**src/rtl/axi2spi_bridge_p.sv**
```systemverilog
// AXI4-Lite slave with a small register file driving a parametrised SPI master.
// Supports CPOL/CPHA modes, LSB/MSB-first, programmable SCLK divider and chip-select hold.
module axi2spi_bridge_p #(
    parameter int unsigned DATA_W = 8,
    parameter int unsigned NUM_CS = 4,
    parameter int unsigned DIV_W  = 16
) (
    input  logic              FCLK_CLK0,
    input  logic              RST,
    input  logic [31:0]       AXI_awaddr,
    input  logic [2:0]        AXI_awprot,
    input  logic              AXI_awvalid,
    output logic              AXI_awready,
    input  logic [31:0]       AXI_wdata,
    input  logic [3:0]        AXI_wstrb,
    input  logic              AXI_wvalid,
    output logic              AXI_wready,
    output logic [1:0]        AXI_bresp,
    output logic              AXI_bvalid,
    input  logic              AXI_bready,
    input  logic [31:0]       AXI_araddr,
    input  logic [2:0]        AXI_arprot,
    input  logic              AXI_arvalid,
    output logic              AXI_arready,
    output logic [31:0]       AXI_rdata,
    output logic [1:0]        AXI_rresp,
    output logic              AXI_rvalid,
    input  logic              AXI_rready,
    output logic              IRQ,
    output logic              o_sclk,
    output logic              o_mosi,
    input  logic              i_miso,
    output logic [NUM_CS-1:0] o_cs_n
);

    localparam int unsigned EDGE_W = $clog2(2 * DATA_W);
    localparam logic [EDGE_W-1:0] EDGE_LAST = EDGE_W'(2 * DATA_W - 1);
    localparam logic [2:0] IDX_CTRL = 3'd0;
    localparam logic [2:0] IDX_STAT = 3'd1;
    localparam logic [2:0] IDX_DATA = 3'd2;
    localparam logic [2:0] IDX_DIV  = 3'd3;

    typedef enum logic [1:0] {
        ST_IDLE,
        ST_LEAD,
        ST_XFER,
        ST_TRAIL
    } state_t;

    function automatic logic first_bit(input logic [DATA_W-1:0] v, input logic lsb);
        return lsb ? v[0] : v[DATA_W-1];
    endfunction

    function automatic logic [DATA_W-1:0] shift_out(input logic [DATA_W-1:0] v, input logic lsb);
        return lsb ? (v >> 1) : (v << 1);
    endfunction

    state_t state_q, state_d;

    logic              ctrl_en, ctrl_cpol, ctrl_cpha, ctrl_lsb, ctrl_irq_en, ctrl_cs_hold;
    logic [2:0]        ctrl_cs_sel;
    logic              en_d, cpol_d, cs_hold_d;
    logic              done_q, ovr_q, done_d, ovr_d;
    logic [DIV_W-1:0]  div_q, div_l, cnt_q;
    logic [DATA_W-1:0] tx_sr, rx_sr, rx_q;
    logic [EDGE_W-1:0] edge_q;
    logic              cpha_l, lsb_l;
    logic [2:0]        cs_sel_q, cs_sel_d, hold_sel_q, hold_sel_d;
    logic              hold_q, hold_d;
    logic [NUM_CS-1:0] cs_n_d;
    logic              done_evt;

    logic       wr_hs, rd_hs, ctrl_wr, stat_wr, data_wr, div_wr, busy, start, tick;
    logic       xfer_edge, sample_c;
    logic [2:0] wr_idx, rd_idx;
    logic [31:0] rd_word;

    logic unused_ok;
    assign unused_ok = &{1'b0, AXI_awaddr[31:5], AXI_awaddr[1:0], AXI_araddr[31:5],
                         AXI_araddr[1:0], AXI_awprot, AXI_arprot, AXI_wstrb, AXI_wdata};

    // Bus handshakes: accepted in the same cycle the ready strobes are high.
    assign wr_hs       = AXI_awvalid & AXI_wvalid & ~AXI_bvalid;
    assign rd_hs       = AXI_arvalid & ~AXI_rvalid;
    assign AXI_awready = wr_hs;
    assign AXI_wready  = wr_hs;
    assign AXI_arready = rd_hs;

    assign wr_idx  = AXI_awaddr[4:2];
    assign rd_idx  = AXI_araddr[4:2];
    assign ctrl_wr = wr_hs && (wr_idx == IDX_CTRL);
    assign stat_wr = wr_hs && (wr_idx == IDX_STAT);
    assign data_wr = wr_hs && (wr_idx == IDX_DATA);
    assign div_wr  = wr_hs && (wr_idx == IDX_DIV);

    assign busy  = (state_q != ST_IDLE);
    assign start = data_wr && ctrl_en && !busy;
    assign tick  = (cnt_q == div_l);

    assign en_d      = ctrl_wr ? AXI_wdata[0] : ctrl_en;
    assign cpol_d    = ctrl_wr ? AXI_wdata[1] : ctrl_cpol;
    assign cs_hold_d = ctrl_wr ? AXI_wdata[5] : ctrl_cs_hold;

    // DONE set beats a simultaneous write-1-to-clear.
    assign done_d = (done_q & ~(stat_wr & AXI_wdata[1])) | done_evt;
    assign ovr_d  = (ovr_q & ~(stat_wr & AXI_wdata[2])) | (data_wr & ctrl_en & busy);

    assign xfer_edge = (state_q == ST_XFER) && tick;
    assign sample_c  = (edge_q[0] == cpha_l);

    assign IRQ = done_q & ctrl_irq_en;

    always_ff @(posedge FCLK_CLK0) begin
        if (RST) state_q <= ST_IDLE;
        else     state_q <= state_d;
    end

    // Engine next state, chip-select hold tracking and next chip-select pattern.
    always_comb begin
        state_d    = state_q;
        done_evt   = 1'b0;
        hold_d     = hold_q;
        hold_sel_d = hold_sel_q;
        cs_sel_d   = start ? ctrl_cs_sel : cs_sel_q;
        cs_n_d     = '1;

        case (state_q)
            ST_IDLE:  if (start) state_d = ST_LEAD;
            ST_LEAD:  if (tick) state_d = ST_XFER;
            ST_XFER:  if (tick && (edge_q == EDGE_LAST)) state_d = ST_TRAIL;
            ST_TRAIL: if (tick) begin
                state_d  = ST_IDLE;
                done_evt = 1'b1;
            end
            default:  state_d = ST_IDLE;
        endcase

        // Clearing EN abandons the transfer without completing it.
        if (busy && !en_d) begin
            state_d  = ST_IDLE;
            done_evt = 1'b0;
        end

        if (!cs_hold_d || !en_d) hold_d = 1'b0;
        if (start && (ctrl_cs_sel != hold_sel_q)) hold_d = 1'b0;
        if (done_evt && cs_hold_d) begin
            hold_d     = 1'b1;
            hold_sel_d = cs_sel_q;
        end

        for (int unsigned i = 0; i < NUM_CS; i++) begin
            if (((state_d != ST_IDLE) && (cs_sel_d == 3'(i))) ||
                (hold_d && (hold_sel_d == 3'(i))))
                cs_n_d[i] = 1'b0;
        end
    end

    always_comb begin
        rd_word = 32'h0;
        case (rd_idx)
            IDX_CTRL: rd_word = {21'b0, ctrl_cs_sel, 2'b0, ctrl_cs_hold, ctrl_irq_en,
                                 ctrl_lsb, ctrl_cpha, ctrl_cpol, ctrl_en};
            IDX_STAT: rd_word = {29'b0, ovr_q, done_q, busy};
            IDX_DATA: rd_word = 32'(rx_q);
            IDX_DIV:  rd_word = 32'(div_q);
            default:  rd_word = 32'h0;
        endcase
    end

    always_ff @(posedge FCLK_CLK0) begin
        if (RST) begin
            ctrl_en      <= 1'b0;
            ctrl_cpol    <= 1'b0;
            ctrl_cpha    <= 1'b0;
            ctrl_lsb     <= 1'b0;
            ctrl_irq_en  <= 1'b0;
            ctrl_cs_hold <= 1'b0;
            ctrl_cs_sel  <= 3'b0;
            done_q       <= 1'b0;
            ovr_q        <= 1'b0;
            div_q        <= '0;
            div_l        <= '0;
            cnt_q        <= '0;
            edge_q       <= '0;
            tx_sr        <= '0;
            rx_sr        <= '0;
            rx_q         <= '0;
            cpha_l       <= 1'b0;
            lsb_l        <= 1'b0;
            cs_sel_q     <= 3'b0;
            hold_q       <= 1'b0;
            hold_sel_q   <= 3'b0;
            o_cs_n       <= '1;
            o_sclk       <= 1'b0;
            o_mosi       <= 1'b0;
            AXI_bvalid   <= 1'b0;
            AXI_bresp    <= 2'b00;
            AXI_rvalid   <= 1'b0;
            AXI_rresp    <= 2'b00;
            AXI_rdata    <= 32'h0;
        end else begin
            if (ctrl_wr) begin
                ctrl_cpha   <= AXI_wdata[2];
                ctrl_lsb    <= AXI_wdata[3];
                ctrl_irq_en <= AXI_wdata[4];
                ctrl_cs_sel <= AXI_wdata[10:8];
            end
            ctrl_en      <= en_d;
            ctrl_cpol    <= cpol_d;
            ctrl_cs_hold <= cs_hold_d;
            done_q       <= done_d;
            ovr_q        <= ovr_d;
            if (div_wr) div_q <= DIV_W'(AXI_wdata);

            cs_sel_q   <= cs_sel_d;
            hold_q     <= hold_d;
            hold_sel_q <= hold_sel_d;
            o_cs_n     <= cs_n_d;

            // Half-period counter wraps at the divider sampled at start.
            if ((state_q == ST_IDLE) || (state_d == ST_IDLE) || tick) cnt_q <= '0;
            else                                                      cnt_q <= cnt_q + DIV_W'(1);

            if (state_q == ST_IDLE)  edge_q <= '0;
            else if (xfer_edge)      edge_q <= edge_q + EDGE_W'(1);

            if ((state_q == ST_IDLE) || (state_d == ST_IDLE)) o_sclk <= cpol_d;
            else if (xfer_edge)                                o_sclk <= ~o_sclk;

            if (start) begin
                div_l  <= div_q;
                cpha_l <= ctrl_cpha;
                lsb_l  <= ctrl_lsb;
                // CPHA=0 presents the first bit before the first clock edge.
                if (!ctrl_cpha) begin
                    o_mosi <= first_bit(DATA_W'(AXI_wdata), ctrl_lsb);
                    tx_sr  <= shift_out(DATA_W'(AXI_wdata), ctrl_lsb);
                end else begin
                    tx_sr  <= DATA_W'(AXI_wdata);
                end
            end else if (xfer_edge) begin
                if (sample_c) begin
                    rx_sr <= lsb_l ? ((rx_sr >> 1) | (DATA_W'(i_miso) << (DATA_W - 1)))
                                   : ((rx_sr << 1) | DATA_W'(i_miso));
                end else begin
                    o_mosi <= first_bit(tx_sr, lsb_l);
                    tx_sr  <= shift_out(tx_sr, lsb_l);
                end
            end

            if (done_evt) rx_q <= rx_sr;

            if (wr_hs) begin
                AXI_bvalid <= 1'b1;
                AXI_bresp  <= wr_idx[2] ? 2'b10 : 2'b00;
            end else if (AXI_bready) begin
                AXI_bvalid <= 1'b0;
            end

            if (rd_hs) begin
                AXI_rvalid <= 1'b1;
                AXI_rresp  <= rd_idx[2] ? 2'b10 : 2'b00;
                AXI_rdata  <= rd_idx[2] ? 32'h0 : rd_word;
            end else if (AXI_rready) begin
                AXI_rvalid <= 1'b0;
            end
        end
    end

endmodule
```
**config.mk**
```make
export PLATFORM = sky130hd
export DESIGN_NAME = axi2spi_bridge_p
export DESIGN_NICKNAME = d
export VERILOG_FILES = /design/src/rtl/axi2spi_bridge_p.sv
export SDC_FILE = /design/constraint.sdc
export NUM_CORES = 1
export LEC_CHECK = 0
export BUFFER_PORTS_ARGS = -buffer_cell sky130_fd_sc_hd__buf_2
export CORE_ASPECT_RATIO = 2
export CORE_MARGIN = 4
export CORE_UTILIZATION = 57
export CTS_CLUSTER_DIAMETER = 40
export DETAILED_ROUTE_END_ITERATION = 8
export PLACE_DENSITY = 0.86
export SETUP_SLACK_MARGIN = 0.5
export SLEW_MARGIN = 10
export SYNTH_ARGS = -nofsm -noshare
export SYNTH_HDL_FRONTEND = slang
export SYNTH_SLANG_ARGS = --single-unit
```
**constraint.sdc**
```tcl
create_clock -name FCLK_CLK0 -period 3.75 [get_ports FCLK_CLK0]
set_clock_uncertainty 0.1 [all_clocks]
set_input_delay 0.1875 -clock FCLK_CLK0 [delete_from_list [all_inputs] [get_ports FCLK_CLK0]]
set_output_delay 0.1875 -clock FCLK_CLK0 [all_outputs]
set_load 0.05 [all_outputs]
```
==> Word-level counts from Yosys, hierarchy flattened <==
Cells that the tools add are included.
{ "classes": {"addsub": 2, "multipliers": 0, "div": 0, "order_cmp": 0, "eq_ne": 21, "n_shift": 0, "n_mux": 44, "n_bitwise": 20, "reduce_logical": 46} }
{ "op_table": {"columns": ["op", "count"], "rows": [
  ["$pmux 16 s4", 1],
  ["$mux 8", 7],
  ["$mux 32", 1],
  ["$mux 1", 25],
  ["$eq 3x2->1 const B", 8],
  ["$logic_and 1x1->1", 19],
  ["$add 16x1->16 const B", 1],
  ["$eq 16x16->1", 1],
  ["$mux 2", 7],
  ["$eq 3x1->1 const B", 4],
  ["$logic_not 3->1", 4],
  ["$reduce_bool 2->1", 6],
  ["$and 1x1->1", 10],
  ["$or 7x8->8", 1],
  ["$or 8x1->8", 1],
  ["$pmux 2 s4", 1],
  ["$logic_or 1x1->1", 7],
  ["$mux 3", 2],
  ["$not 1->1", 6],
  ["$reduce_and 3->1", 2],
  ["$add 4x1->4 const B", 1],
  ["$eq 2x2->1 const B", 2],
  ["$eq 4x4->1 const B", 1],
  ["$logic_not 2->1", 2],
  ["8 further kinds", 13]
]} }
{ "word_totals": {"reg_bits": 142, "latch_bits": 0, "ramBits": 0, "rom_bits": 0, "input_bits": 114, "output_inout_bits": 48, "mem_count": 0} }

==> Longest topological paths before layout <==
{ "depth": {"ltp_word": 13, "depth_mapped": 10} }

==> Least setup slack after synthesis <==
OpenSTA, ideal clock, no wires.
{ "synth_timing": {"kind": "register to register", "start": "register AXI_bvalid", "end": "register hold_sel_q[1]", "setup_time_ps": 128, "arrival_time_ps": 2418, "required_time_ps": 3522, "setup_slack_ps": 1104, "stages_incl_launch_ff": 9, "n_path_buf": 2, "cell_sequence": "dfxtp_1 > nand3b_1 > or3_1 > buf_4 > mux2i_4 > or4_1 > buf_2 > mux2i_1 > nor2_1"} }
{ "synth_via": {"elab_chain_cells": 9, "elab_cells_between_ends": 10} }
{ "synth_lines": {"columns": ["element", "line_no", "text"], "rows": [
  ["from (decl)", "19", "output logic AXI_bvalid,"],
  ["from (signal assigned)", "196", "AXI_bvalid <= 1'b0;"],
  ["from (signal assigned)", "254", "AXI_bvalid <= 1'b1;"],
  ["from (signal assigned)", "257", "AXI_bvalid <= 1'b0;"],
  ["$not 1->1 (*)", "83", "assign wr_hs = AXI_awvalid & AXI_wvalid & ~AXI_bvalid;"],
  ["$and 1x1->1 (*)", "83", null],
  ["$logic_and 1x1->1 (*)", "91", "assign ctrl_wr = wr_hs && (wr_idx == IDX_CTRL);"],
  ["$mux 1", "100", "assign en_d = ctrl_wr ? AXI_wdata[0] : ctrl_en;"],
  ["$logic_not 1->1", "139", "if (busy && !en_d) begin"],
  ["$logic_and 1x1->1", "139", null],
  ["$mux 1", "139", null],
  ["$logic_and 1x1->1 (*)", "146", "if (done_evt && cs_hold_d) begin"],
  ["$mux 3 (*)", "146", null],
  ["to (signal assigned)", "217", "hold_sel_q <= hold_sel_d;"],
  ["to (decl)", "68", "logic [2:0] cs_sel_q, cs_sel_d, hold_sel_q, hold_sel_d;"]
]} }
Every way passes the cells marked *; elsewhere a longest branch is shown, timed or not.
A chain may end at the register's enable or synchronous reset.

==> Worst setup path after layout <==
{ "layout_timing": {"start": "input AXI_awaddr[4]", "end": "register rx_q[2]"} }
{ "layout_via": {"elab_chain_cells": 6} }
{ "layout_lines": {"columns": ["element", "line_no", "text"], "rows": [
  ["from (decl)", "10", "input logic [31:0] AXI_awaddr,"],
  ["$logic_not 3->1", "91", null],
  ["$logic_and 1x1->1", "91", null],
  ["$mux 1", "100", null],
  ["$logic_not 1->1", "139", null],
  ["$logic_and 1x1->1", "139", null],
  ["$mux 1", "139", null],
  ["to (signal assigned)", "251", "if (done_evt) rx_q <= rx_sr;"],
  ["to (decl)", "65", "logic [DATA_W-1:0] tx_sr, rx_sr, rx_q;"]
]} }
No other way between the ends.

==> results.yml <==
outcome:
  status: "finished, final reports clean"
hold_path:
  min_from: "AXI_wdata[1]"
  hold_path_class: "in -> reg"
  whs_path_depth: 3
  hold_path_end: "ctrl_cpol"
sta:
  fin_tns_setup_ns: 0
  timing.fmax_ghz: 0.332
  slew_headroom_pct: 29.7
  period_minus_slack_ns: 3.01
  worstMarginPinSlew_ns: 1.05
  finalSetupViolCount: 0
  finalCritPeriodShare_pct: 80.3
  hold_viol_final: 0
  slew_violations: 0
  rsz0062_at_grt: "no"
synth:
  synth_top_family_by_area: "simple AND/OR/NAND/NOR gates"
  netlist.top_cell.by_area: "dfxtp_1"
  synthTopCellsByArea: "dfxtp_1, mux2i_1, nand2_1"
  ys.flop_type: "dfxtp_1"
  synth_cell_types: 57
  yosys_register_bits: 124
  synth_compound_area_share_pct: 11.7
  synthCells: 657
  synth_top_area_share_pct: 42.6
  syn_avg_cell_area_um2: 8.87
  ys_warn_count: 0
  synth_edf_count: 0
  synth_mux_area_share_pct: 10.9
  synth-async-reset-ratio_pct: 0
  synthXorXnorAreaFrac_pct: 5.71
  syn_area_mm2: 0.00583
  synthSimpleGateAreaFrac_pct: 22.5
  seq_area_frac_synth_pct: 42.6
  synthAdderAreaFrac_pct: 0.429
setup_path:
  cp.arrival_ns: 3.24
  rrSetupSlack_ns: 0.80
  worstReg2RegStart: "AXI_bvalid"
  startpoint_type: "primary input"
  r2r_end: "rx_q[2]"
  reg2reg_depth: 8
  end_kind: "register"
  cp.required_ns: 3.98
  startpoint: "AXI_awaddr[4]"
  path_max_fanout: 10
  critical_path_class: "in -> reg"
power_and_ir_drop:
  peakVddDrop_mv: 0.350
  power.leakage_nw: 2.75
  powerDensity_mw_per_mm2: 461
global_route:
  grt-ovfl-total: 0
  antenna_found_initial: 0
  grtUsageTotal_pct: 26.6
  grt_pass1_wl_mm: 24.8
  grt_pass1_vias: 5196
  grt_max_degree: 105
drt:
  drc: 0
  drtPass1Iterations: 4
  avgViaCountPerCell: 5.83
  antenna_left: 0
  drtIter0Drc: 245
  wire_per_inst_um: 17.7
  dr_total_vias: 5015
  drt_wl_total_mm: 15.2
finish:
  n_antenna_cell: 0
  final_cell_area_mm2: 0.00680
  nets: 830
  final_common_cell: "dfxtp_1"
  area_delta_synth_final_pct: 16.7
  drive_gt1_share_pct: 15.4
  instances_no_fill: 860
  postLayoutCoreUtil_pct: 67.4
  final_cell_mix: "dfxtp_1, nor2_1, nand2_1, buf_2, mux2i_1"
cts:
  clk_latency_ns: 0.42
  cts_buffers: 17
  cts_tree: "done"
  numClockSinks: 124
  post_cts_buffers: 0
  clockBufferDepth: 2
  htreeDepth: 4
  root_buffer: "clkbuf_16"
  clk_pin_slew_ns: 0.06
floorplan:
  start_util_pct: 57.8
  die-area_mm2: 0.0120
  rows: 52
  ios: 162
  core_mm2: 0.0101
  die_y_um: 151
  die_w_um: 79.5
placed_design:
  postPlaceCellArea_mm2: 0.00606
  globalplace.congestion: 0.929
  dp_hpwl_mm: 10.3
  place.port_buffers: 59
  dp.cells: 814
job:
  drv_cap: 0
sequential cells by signal (all words and copies together), names as in the netlist, 2 cells and up:
register	flops
AXI_rdata	16
cnt_q	16
div_l	16
div_q	16
rx_q	8
rx_sr	8
tx_sr	8
edge_q	4
o_cs_n	4
cs_sel_q	3
ctrl_cs_sel	3
hold_sel_q	3
state_q	2
cell usage after synthesis (all sizes together), types with 3 or more instances:
library cell  count
a211oi           15
a21oi            51
a22o              3
a22oi            16
and2              4
and3              6
buf              38
clkbuf           21
dfxtp           124
inv               4
mux2i            53
mux4              3
nand2            94
nand2b            6
nand3            13
nand4            11
nand4b            6
nor2             94
nor2b             3
nor3              7
nor3b             4
nor4              6
o21ai             7
xnor2             5
xor2             33
worst max-delay path: stages:
cell,delay (ns)
dlygate4sd3_1,0.54
buf_2,0.14
or2_1,0.31
or3_1,0.53
mux2i_4,0.31
nor3_1,0.68
buf_4,0.29
nand2_1,0.08
a21oi_1,0.17
logic make-up after synthesis:
group,after synthesis
fa+ha+maj,2
simple gates,267
compound gates,104
buf+inv,63
other cells,1
xor+xnor,38
mux,58
flops,124
repair_timing:
item | CTS | global route
resized for setup | 0 | 0
hold buffers | 16 | 0
hold endpoints to repair | 20 | 0
worst max-delay path by stage:
stage / to / slack, ns / cells past startpoint
2_1_floorplan: hold_sel_q[1] / 1.10 / 8
6_report: rx_q[2] / 0.74 / 9
3_3_place_gp: rx_q[0] / 1.05 / 8
3_5_place_dp: rx_q[5] / 0.93 / 8
4_1_cts: rx_q[2] / 0.85 / 9
5_1_grt: rx_q[0] / 0.68 / 9
where the power goes:
group	internal (mW)	switching, mW
Sequential	1.32	0.00651
Clock	1.06	0.571
Combinational	0.0449	0.125
metrics by stage:
step | hold WS, ns | setup slack [ns] | power, mW
CTS | 0.00636 | 0.846 | 3.14
finish | 0.0219 | 0.738 | 3.14
floorplan | 0.205 | 1.10 | 1.48
global route | 0.0538 | 0.677 | 3.22
detailed placement | 0.334 | 0.926 | 1.51
global placement | 0.321 | 1.05 | 1.51
layout make-up:
type                    instances  area [um^2]
flip-flops and latches        124         2480
multi-input cells             487         3060
inverters                       4         15.0
clock inverters                 9          120
well taps                     135          169
clock buffers                  21          460
fillers                       768         3280
repair buffers                 80          495
routing by layer:
metal	track usage [%]	part of all wire [%]	up-vias	wire, um
met2	46.3	53	211	8120
met3	6.31	5.0	66	758
li1	-	-	2349	-
met5	0	0	-	0
met1	26.7	35	2389	5340
met4	20.3	6.5	0	995
Power figures use the tool's default switching activity.
